===== src/rtl/inst_buffer_if.sv =====
`default_nettype none
// ============================================================================
// Module      : inst_buffer_if
// Description : Fetch-side push bus and decode-side dequeue bus of inst_buffer.
// Revision    : 1.0 - initial release
// ============================================================================
interface inst_buffer_if #(
    parameter int DEPTH = 16
) ();
    localparam int c_cnt_w = $clog2(DEPTH) + 1;

    // Fetch / predictor side
    logic               flush;
    logic               is_valid_in;
    logic               push_en_1;
    logic               push_en_2;
    logic [31:0]        pc_1;
    logic [31:0]        pc_2;
    logic [31:0]        inst_1;
    logic [31:0]        inst_2;
    logic               pred_taken;
    logic [31:0]        pred_addr;
    logic               full;

    // Decode side
    logic               deq_ready_1;
    logic               deq_ready_2;
    logic               out_valid_1;
    logic               out_valid_2;
    logic [31:0]        out_pc_1;
    logic [31:0]        out_pc_2;
    logic [31:0]        out_inst_1;
    logic [31:0]        out_inst_2;
    logic               out_pred_taken_1;
    logic               out_pred_taken_2;
    logic [31:0]        out_pred_addr_1;
    logic [31:0]        out_pred_addr_2;

    // Status
    logic [c_cnt_w-1:0] count;
    logic [31:0]        stat_full_cycles;
    logic [31:0]        stat_flushes;

    modport master (
        output flush, is_valid_in, push_en_1, push_en_2,
        output pc_1, pc_2, inst_1, inst_2, pred_taken, pred_addr,
        output deq_ready_1, deq_ready_2,
        input  full, count, stat_full_cycles, stat_flushes,
        input  out_valid_1, out_valid_2, out_pc_1, out_pc_2,
        input  out_inst_1, out_inst_2, out_pred_taken_1, out_pred_taken_2,
        input  out_pred_addr_1, out_pred_addr_2
    );

    modport slave (
        input  flush, is_valid_in, push_en_1, push_en_2,
        input  pc_1, pc_2, inst_1, inst_2, pred_taken, pred_addr,
        input  deq_ready_1, deq_ready_2,
        output full, count, stat_full_cycles, stat_flushes,
        output out_valid_1, out_valid_2, out_pc_1, out_pc_2,
        output out_inst_1, out_inst_2, out_pred_taken_1, out_pred_taken_2,
        output out_pred_addr_1, out_pred_addr_2
    );
endinterface
`default_nettype wire


===== src/rtl/inst_buffer.sv =====
`default_nettype none
// ============================================================================
// Module      : inst_buffer
// Description : Dual-issue FWFT instruction queue between fetch and decode.
//               Optional statistics counters: define INST_BUFFER_STAT_EN.
// Revision    : 1.0 - initial release
// ============================================================================
module inst_buffer #(
    parameter int DEPTH = 16
) (
    input  wire logic        clk,
    input  wire logic        rst,
    inst_buffer_if.slave     bus
);
    localparam int c_ptr_w = $clog2(DEPTH);
    localparam int c_cnt_w = c_ptr_w + 1;
    localparam logic [c_cnt_w-1:0] c_full_thresh = c_cnt_w'(DEPTH - 2);
    localparam logic [c_cnt_w-1:0] c_two         = c_cnt_w'(2);

    // Reset asserts asynchronously; its release is retimed to clk.
    logic r_rst_meta;
    logic r_rst_sync;

    always_ff @(posedge clk or negedge rst) begin
        if (!rst) begin
            r_rst_meta <= 1'b0;
            r_rst_sync <= 1'b0;
        end else begin
            r_rst_meta <= 1'b1;
            r_rst_sync <= r_rst_meta;
        end
    end

    logic [31:0]        r_pc_mem   [DEPTH];
    logic [31:0]        r_inst_mem [DEPTH];
    logic               r_pt_mem   [DEPTH];
    logic [31:0]        r_pa_mem   [DEPTH];

    logic [c_ptr_w-1:0] r_head;
    logic [c_ptr_w-1:0] r_tail;
    logic [c_cnt_w-1:0] r_count;

    logic               w_full;
    logic               w_valid_1;
    logic               w_valid_2;
    logic               w_push;
    logic [1:0]         w_n_push;
    logic               w_pop_1;
    logic               w_pop_2;
    logic [1:0]         w_n_pop;
    logic [c_ptr_w-1:0] w_head_1;
    logic [c_ptr_w-1:0] w_tail_1;
    logic               w_pt_slot_1;
    logic [31:0]        w_pa_slot_1;

    assign w_full    = (r_count > c_full_thresh);
    assign w_valid_1 = (r_count != '0);
    assign w_valid_2 = (r_count >= c_two);

    assign w_push   = bus.is_valid_in & bus.push_en_1 & ~w_full & ~bus.flush;
    assign w_n_push = w_push ? (bus.push_en_2 ? 2'd2 : 2'd1) : 2'd0;

    assign w_pop_1 = w_valid_1 & bus.deq_ready_1;
    assign w_pop_2 = w_pop_1 & w_valid_2 & bus.deq_ready_2;
    assign w_n_pop = {1'b0, w_pop_1} + {1'b0, w_pop_2};

    assign w_head_1 = r_head + c_ptr_w'(1);
    assign w_tail_1 = r_tail + c_ptr_w'(1);

    // The prediction belongs to whichever entry closes the fetch group.
    assign w_pt_slot_1 = bus.push_en_2 ? 1'b0  : bus.pred_taken;
    assign w_pa_slot_1 = bus.push_en_2 ? 32'd0 : bus.pred_addr;

    always_ff @(posedge clk or negedge r_rst_sync) begin
        if (!r_rst_sync) begin
            r_head  <= '0;
            r_tail  <= '0;
            r_count <= '0;
        end else if (bus.flush) begin
            r_head  <= '0;
            r_tail  <= '0;
            r_count <= '0;
        end else begin
            r_head  <= r_head + c_ptr_w'(w_n_pop);
            r_tail  <= r_tail + c_ptr_w'(w_n_push);
            r_count <= r_count + c_cnt_w'(w_n_push) - c_cnt_w'(w_n_pop);
        end
    end

    // Payload storage needs no reset: outputs are masked by the valids.
    always_ff @(posedge clk) begin
        if (w_push) begin
            r_pc_mem[r_tail]   <= bus.pc_1;
            r_inst_mem[r_tail] <= bus.inst_1;
            r_pt_mem[r_tail]   <= w_pt_slot_1;
            r_pa_mem[r_tail]   <= w_pa_slot_1;
            if (bus.push_en_2) begin
                r_pc_mem[w_tail_1]   <= bus.pc_2;
                r_inst_mem[w_tail_1] <= bus.inst_2;
                r_pt_mem[w_tail_1]   <= bus.pred_taken;
                r_pa_mem[w_tail_1]   <= bus.pred_addr;
            end
        end
    end

    assign bus.full        = w_full;
    assign bus.count       = r_count;
    assign bus.out_valid_1 = w_valid_1;
    assign bus.out_valid_2 = w_valid_2;

    assign bus.out_pc_1         = w_valid_1 ? r_pc_mem[r_head]     : 32'd0;
    assign bus.out_inst_1       = w_valid_1 ? r_inst_mem[r_head]   : 32'd0;
    assign bus.out_pred_taken_1 = w_valid_1 ? r_pt_mem[r_head]     : 1'b0;
    assign bus.out_pred_addr_1  = w_valid_1 ? r_pa_mem[r_head]     : 32'd0;
    assign bus.out_pc_2         = w_valid_2 ? r_pc_mem[w_head_1]   : 32'd0;
    assign bus.out_inst_2       = w_valid_2 ? r_inst_mem[w_head_1] : 32'd0;
    assign bus.out_pred_taken_2 = w_valid_2 ? r_pt_mem[w_head_1]   : 1'b0;
    assign bus.out_pred_addr_2  = w_valid_2 ? r_pa_mem[w_head_1]   : 32'd0;

`ifdef INST_BUFFER_STAT_EN
    logic [31:0] r_stat_full_cycles;
    logic [31:0] r_stat_flushes;

    always_ff @(posedge clk or negedge r_rst_sync) begin
        if (!r_rst_sync) begin
            r_stat_full_cycles <= '0;
            r_stat_flushes     <= '0;
        end else begin
            if (w_full && (r_stat_full_cycles != '1)) begin
                r_stat_full_cycles <= r_stat_full_cycles + 32'd1;
            end
            if (bus.flush && (r_stat_flushes != '1)) begin
                r_stat_flushes <= r_stat_flushes + 32'd1;
            end
        end
    end

    assign bus.stat_full_cycles = r_stat_full_cycles;
    assign bus.stat_flushes     = r_stat_flushes;
`else
    assign bus.stat_full_cycles = 32'd0;
    assign bus.stat_flushes     = 32'd0;
`endif

endmodule
`default_nettype wire


===== src/flat_wrapper.sv =====
// flat-port wrapper written by rule: the top's interface ports become plain ports
module inst_buffer_flat 
#(
    parameter int DEPTH = 16
)
  (clk, rst, bus_flush, bus_is_valid_in, bus_push_en_1, bus_push_en_2, bus_pc_1, bus_pc_2, bus_inst_1, bus_inst_2, bus_pred_taken, bus_pred_addr, bus_deq_ready_1, bus_deq_ready_2, bus_full, bus_count, bus_stat_full_cycles, bus_stat_flushes, bus_out_valid_1, bus_out_valid_2, bus_out_pc_1, bus_out_pc_2, bus_out_inst_1, bus_out_inst_2, bus_out_pred_taken_1, bus_out_pred_taken_2, bus_out_pred_addr_1, bus_out_pred_addr_2);
  inst_buffer_if #(.DEPTH(DEPTH)) bus_i ();
  input  wire logic clk;
  input  wire logic rst;
  input wire logic [$bits(bus_i.flush)-1:0] bus_flush;
  input wire logic [$bits(bus_i.is_valid_in)-1:0] bus_is_valid_in;
  input wire logic [$bits(bus_i.push_en_1)-1:0] bus_push_en_1;
  input wire logic [$bits(bus_i.push_en_2)-1:0] bus_push_en_2;
  input wire logic [$bits(bus_i.pc_1)-1:0] bus_pc_1;
  input wire logic [$bits(bus_i.pc_2)-1:0] bus_pc_2;
  input wire logic [$bits(bus_i.inst_1)-1:0] bus_inst_1;
  input wire logic [$bits(bus_i.inst_2)-1:0] bus_inst_2;
  input wire logic [$bits(bus_i.pred_taken)-1:0] bus_pred_taken;
  input wire logic [$bits(bus_i.pred_addr)-1:0] bus_pred_addr;
  input wire logic [$bits(bus_i.deq_ready_1)-1:0] bus_deq_ready_1;
  input wire logic [$bits(bus_i.deq_ready_2)-1:0] bus_deq_ready_2;
  output wire logic [$bits(bus_i.full)-1:0] bus_full;
  output wire logic [$bits(bus_i.count)-1:0] bus_count;
  output wire logic [$bits(bus_i.stat_full_cycles)-1:0] bus_stat_full_cycles;
  output wire logic [$bits(bus_i.stat_flushes)-1:0] bus_stat_flushes;
  output wire logic [$bits(bus_i.out_valid_1)-1:0] bus_out_valid_1;
  output wire logic [$bits(bus_i.out_valid_2)-1:0] bus_out_valid_2;
  output wire logic [$bits(bus_i.out_pc_1)-1:0] bus_out_pc_1;
  output wire logic [$bits(bus_i.out_pc_2)-1:0] bus_out_pc_2;
  output wire logic [$bits(bus_i.out_inst_1)-1:0] bus_out_inst_1;
  output wire logic [$bits(bus_i.out_inst_2)-1:0] bus_out_inst_2;
  output wire logic [$bits(bus_i.out_pred_taken_1)-1:0] bus_out_pred_taken_1;
  output wire logic [$bits(bus_i.out_pred_taken_2)-1:0] bus_out_pred_taken_2;
  output wire logic [$bits(bus_i.out_pred_addr_1)-1:0] bus_out_pred_addr_1;
  output wire logic [$bits(bus_i.out_pred_addr_2)-1:0] bus_out_pred_addr_2;
  assign bus_i.flush = bus_flush;
  assign bus_i.is_valid_in = bus_is_valid_in;
  assign bus_i.push_en_1 = bus_push_en_1;
  assign bus_i.push_en_2 = bus_push_en_2;
  assign bus_i.pc_1 = bus_pc_1;
  assign bus_i.pc_2 = bus_pc_2;
  assign bus_i.inst_1 = bus_inst_1;
  assign bus_i.inst_2 = bus_inst_2;
  assign bus_i.pred_taken = bus_pred_taken;
  assign bus_i.pred_addr = bus_pred_addr;
  assign bus_i.deq_ready_1 = bus_deq_ready_1;
  assign bus_i.deq_ready_2 = bus_deq_ready_2;
  assign bus_full = bus_i.full;
  assign bus_count = bus_i.count;
  assign bus_stat_full_cycles = bus_i.stat_full_cycles;
  assign bus_stat_flushes = bus_i.stat_flushes;
  assign bus_out_valid_1 = bus_i.out_valid_1;
  assign bus_out_valid_2 = bus_i.out_valid_2;
  assign bus_out_pc_1 = bus_i.out_pc_1;
  assign bus_out_pc_2 = bus_i.out_pc_2;
  assign bus_out_inst_1 = bus_i.out_inst_1;
  assign bus_out_inst_2 = bus_i.out_inst_2;
  assign bus_out_pred_taken_1 = bus_i.out_pred_taken_1;
  assign bus_out_pred_taken_2 = bus_i.out_pred_taken_2;
  assign bus_out_pred_addr_1 = bus_i.out_pred_addr_1;
  assign bus_out_pred_addr_2 = bus_i.out_pred_addr_2;
  inst_buffer #(.DEPTH(DEPTH)) u_core (.clk(clk), .rst(rst), .bus(bus_i));
endmodule

===== config.mk =====
export PLATFORM = sky130hd
export DESIGN_NAME = inst_buffer_flat
export DESIGN_NICKNAME = d
export VERILOG_FILES = /design/src/rtl/inst_buffer_if.sv /design/src/rtl/inst_buffer.sv /design/src/flat_wrapper.sv
export SDC_FILE = /design/constraint.sdc
export NUM_CORES = 2
export LEC_CHECK = 0
export BUFFER_PORTS_ARGS = -buffer_cell sky130_fd_sc_hd__buf_2
export CORE_MARGIN = 2
export CORE_UTILIZATION = 25
export DETAILED_ROUTE_END_ITERATION = 8
export MAX_ROUTING_LAYER = met4
export PLACE_DENSITY = 0.37
export SYNTH_ARGS = -nofsm -noshare
export SYNTH_HDL_FRONTEND = slang
export SYNTH_SLANG_ARGS = --single-unit

===== constraint.sdc =====
create_clock -name clk -period 3.72 [get_ports clk]
set_input_delay 0.558 -clock clk [delete_from_list [all_inputs] [get_ports clk]]
set_output_delay 0.558 -clock clk [all_outputs]
set_load 0.05 [all_outputs]

==> summary.txt <==
Status
  – Status: complete, but fails checks
  – Failing checks: setup timing

Worst hold path
  – Min-Delay Path Class: in2reg

Setup path
  – WP data required: ~3200 ps
  – CP arrival: around 3600 ps
  – R2R setup slack: about 330 ps
  – CP bufs+invs: 6
  – Crit path max fanout: 7
  – Setup Crit Path Kind: reg2out
  – Worst path top cell family by delay: multiplexers
  – CP peak stage delay: roughly 630 ps
  – CP Launch Type: flop
  – CP Capture Type: output pin
  – Cell Chain, Critical Path: buf_12 -> buf_12 -> buf_16 -> buf_8 -> buf_4 -> mux4_2 -> mux4_2 -> and2_4 -> buf_6
  – Critical path's slowest cell: mux4_2

Yosys
  – Main synth FF type: edfxtp_1
  – FFs w/ async S/R, synth: less than 1%
  – Warnings from Yosys: 0
  – Library cells used by synthesis: 45
  – Post-synth EDFFs: approximately 1600
  – Synth Instances: 5191
  – Flops & latches, synth: about 1600
  – Sequential-to-total area share from yosys stat: roughly 53%
  – Synth Cell Area: between 80000 and 90000 um^2
  – Syn_area_per_cell: 16.9 um^2

Drt
  – Drt total wl: between 300 and 400 mm
  – DR vias: around 55000
  – Drt drc: 0
  – Wire per inst: 37.6 um
  – Drt first pass iters: 7
  – ANT nets after route: 0
  – Vias per inst: ~5.2
  – Drt first-iter violations: between 5000 and 6000

STA
  – Clk_skew: ~64 ps
  – Rel. slew slack: 31.4%
  – Final Cycle Share: 112%
  – Min Hold Slack: 76.5 ps
  – Final worst setup slack: -434 ps
  – Setup repair after global routing missed its margin: true
  – Slew Limit Fails: 0
  – Slew at the pin closest to its max-slew limit: approximately 1000 ps
  – Fmax: about 240 MHz
  – Final Hold Vio Count: 0
  – Final setup vio count: 194
  – Min Tclk post-route: about 4200 ps

Clock tree
  – CTS buffer count: 207
  – Worst-skew pair later-pin latency: 950 ps
  – Clock Pin Slew Worst Setup and Hold Paths: around 60 ps
  – Bufs on Longest Clock Path: 4
  – CTS tree: done
  – # clock sinks: around 1600
  – CTS HTree Levels: 4
  – CTS root buf: clkbuf_16

Finish
  – Most common cell after layout, fill and taps aside: edfxtp_1
  – Final layout net count: about 5900
  – Most frequent cells in the layout: edfxtp_1 (1552), mux2_2 (990), mux4_2 (873)
  – Proportion of layout cells with a drive suffix above 1: about three fifths
  – Syn-to-layout area delta: 29.1%
  – Filler cell count: around 34000
  – Final Cell Area: 114000 um^2

Power
  – Peak supply drop: 0.762 mV
  – Internal power: about 57000 uW
  – Comb power frac: between 50 and 60%
  – Clock network fraction of total power: 21.2%
  – Switching power: about 36000 uW
  – Reg power frac: 21.2%
  – Switching share of power: about two fifths
  – P_leak: roughly 0.036 uW
  – Pwr per Cell Area: around 820 nW/um^2

Global route
  – Gr busiest metal: met2
  – GR Layer Usage met3: around 3.4%
  – GRT met2 Usage: ~37%
  – GRT met1 Usage: about 29%
  – Vias in the first global route: between 50000 and 60000
  – GRT Util Overall: between 20% and 30%
  – Initial antenna violation count: 80
  – Wire length of the first global-routing pass: 535 mm
  – Gr ovfl total: 0
  – Largest net degree at the start of global routing: 67

Placement
  – RePlAce Congestion: approximately 0.74
  – HPWL after DPL: 203 mm
  – # port buffers: 370
  – Dpl cell area: between 90000 and 100000 um^2

Floorplanning
  – Core Area: around 350000 um^2
  – Die X: around 600 um
  – FP Rows: between 200 and 250
  – Ports: approximately 440
  – Die area: 357000 um^2
  – Initial Util: between 20 and 30%
  – Die H: roughly 600 um

Flow run
  – Max-cap violation count: 0
worst reg2reg max path, stage by stage, from the launching register on:
cell      delay, ps
dfrtp_2         450
inv_2            90
ha_2            160
and3_4          200
a211oi_4         50
buf_4           200
nand3b_1        470
or2_4           650
buf_12          380
mux2_2          430
final cells by class:
cell class / count / area (um^2) / area share, %
Antenna cell: 51 / 128 / 0.112
Clock buffer: 246 / 5430 / 4.78
Clock inverter: 130 / 1010 / 0.890
Inverter: 16 / 65.1 / 0.0573
Multi-Input combinational cell: 3031 / 40500 / 35.7
Sequential cell: 1567 / 47000 / 41.4
Tap cell: 4599 / 5750 / 5.07
Timing Repair Buffer: 936 / 13700 / 12.0
what timing repair did:
action / in CTS / in global routing
gates cloned: 108 / 22
resized for setup: 895 / 274
pin swaps: 156 / 130
hold buffers: 3 / 0
endpoints found under the hold margin: 7 / 0
setup endpoints to repair: 195 / 194
setup buffers: 164 / 67
state kept, by name (all words and copies together) (netlist names):
name / flops
u_core.r_pt_mem: 16
u_core.r_pa_mem: 512
u_core.r_inst_mem: 512
u_core.r_pc_mem: 512
u_core.r_rst_meta: 1
u_core.r_head: 4
u_core.r_tail: 4
u_core.r_rst_sync: 1
u_core.bus.count: 5
worst paths after layout:
path,from,to,cells past startpoint
worst min-delay path,bus_pred_addr[23],u_core.r_pa_mem[6][23],2
worst max-delay path,u_core.r_head[0],bus_out_inst_1[30],9
worst min register to register,u_core.r_rst_sync,u_core.bus.count[4],0
min in group asynchronous,u_core.r_rst_sync,u_core.bus.count[4],0
max in group asynchronous,u_core.r_rst_sync,u_core.r_head[0],0
worst max register to register,u_core.bus.count[4],u_core.r_pc_mem[5][8],9
cell families after synthesis:
logic type               share of synthesized area (%)
multiplexers                                      35.5
flip-flops                                        53.4
AND/OR/NAND/NOR                                   4.95
buffers and inverters                             3.27
AO/OA/AOI/OAI                                     2.49
adder cells (fa/ha/maj)                          0.302
XOR/XNOR                                        0.0797
other                                          0.00854
cell usage after synthesis (2+ instances only):
cell type     n  area [um^2]
conb_1        2         7.51
nor2_4        2         22.5
nand3_1       9         45.0
xnor2_1       3         26.3
inv_1        16         60.1
fa_1          2         40.0
mux2_2      991        11200
buf_4        65          488
nor2b_1       7         43.8
ha_1         18          225
nand2b_1      2         12.5
nor2_1       22         82.6
a21o_1        2         15.0
and3_1        3         18.8
mux2_1       34          383
nand2_1      18         67.6
a22o_1        2         17.5
o21ai_1       9         45.0
o31ai_2       2         25.0
edfxtp_1   1552        46600
nand3b_1      3         22.5
dfrtp_1      15          375
o21ai_0       6         30.0
or2_1         2         12.5
xor2_1        5         43.8
a22oi_1     194         1460
nor2_2        7         43.8
buf_1        63          236
nand4_1       6         37.5
o2bb2ai_1     2         17.5
buf_2       130          651
mux4_2      873        19700
a21oi_1     104          521
o32ai_1       2         17.5
clkbuf_1    383         1440
and2_1      626         3920
per-stage QoR:
step	cells	util (%)	worst slack [ps]	total power (uW)	TNS, ps
finish	10600	32.5	-434	93100	-57810
global route	10600	32.5	-465	96200	-70190
CTS	10500	32.1	-532	93400	-79280
detailed placement	9838	27.9	179	57100	0
global placement	9838	27.9	168	57200	0
floorplan	5254	-	-942	44800	-578550
power by group through the flow:
| stage | clock network (uW) | registers [uW] | logic, uW |
|---|---|---|---|
| 3_5_place_dp | 0 | 20100 | 37000 |
| 4_1_cts | 20300 | 19700 | 53400 |
| 2_1_floorplan | 0 | 20100 | 24700 |
| 6_report | 19800 | 19700 | 53600 |
| 3_3_place_gp | 0 | 20100 | 37100 |
| 5_1_grt | 20800 | 19700 | 55700 |
layer usage:
metal  vias up  wire, um
met3       472     20900
met2      1954    198000
met1     30700    170000
met4         0      9100
met5         -         0
li1      22300         -
Power figures use the tool's default switching activity.
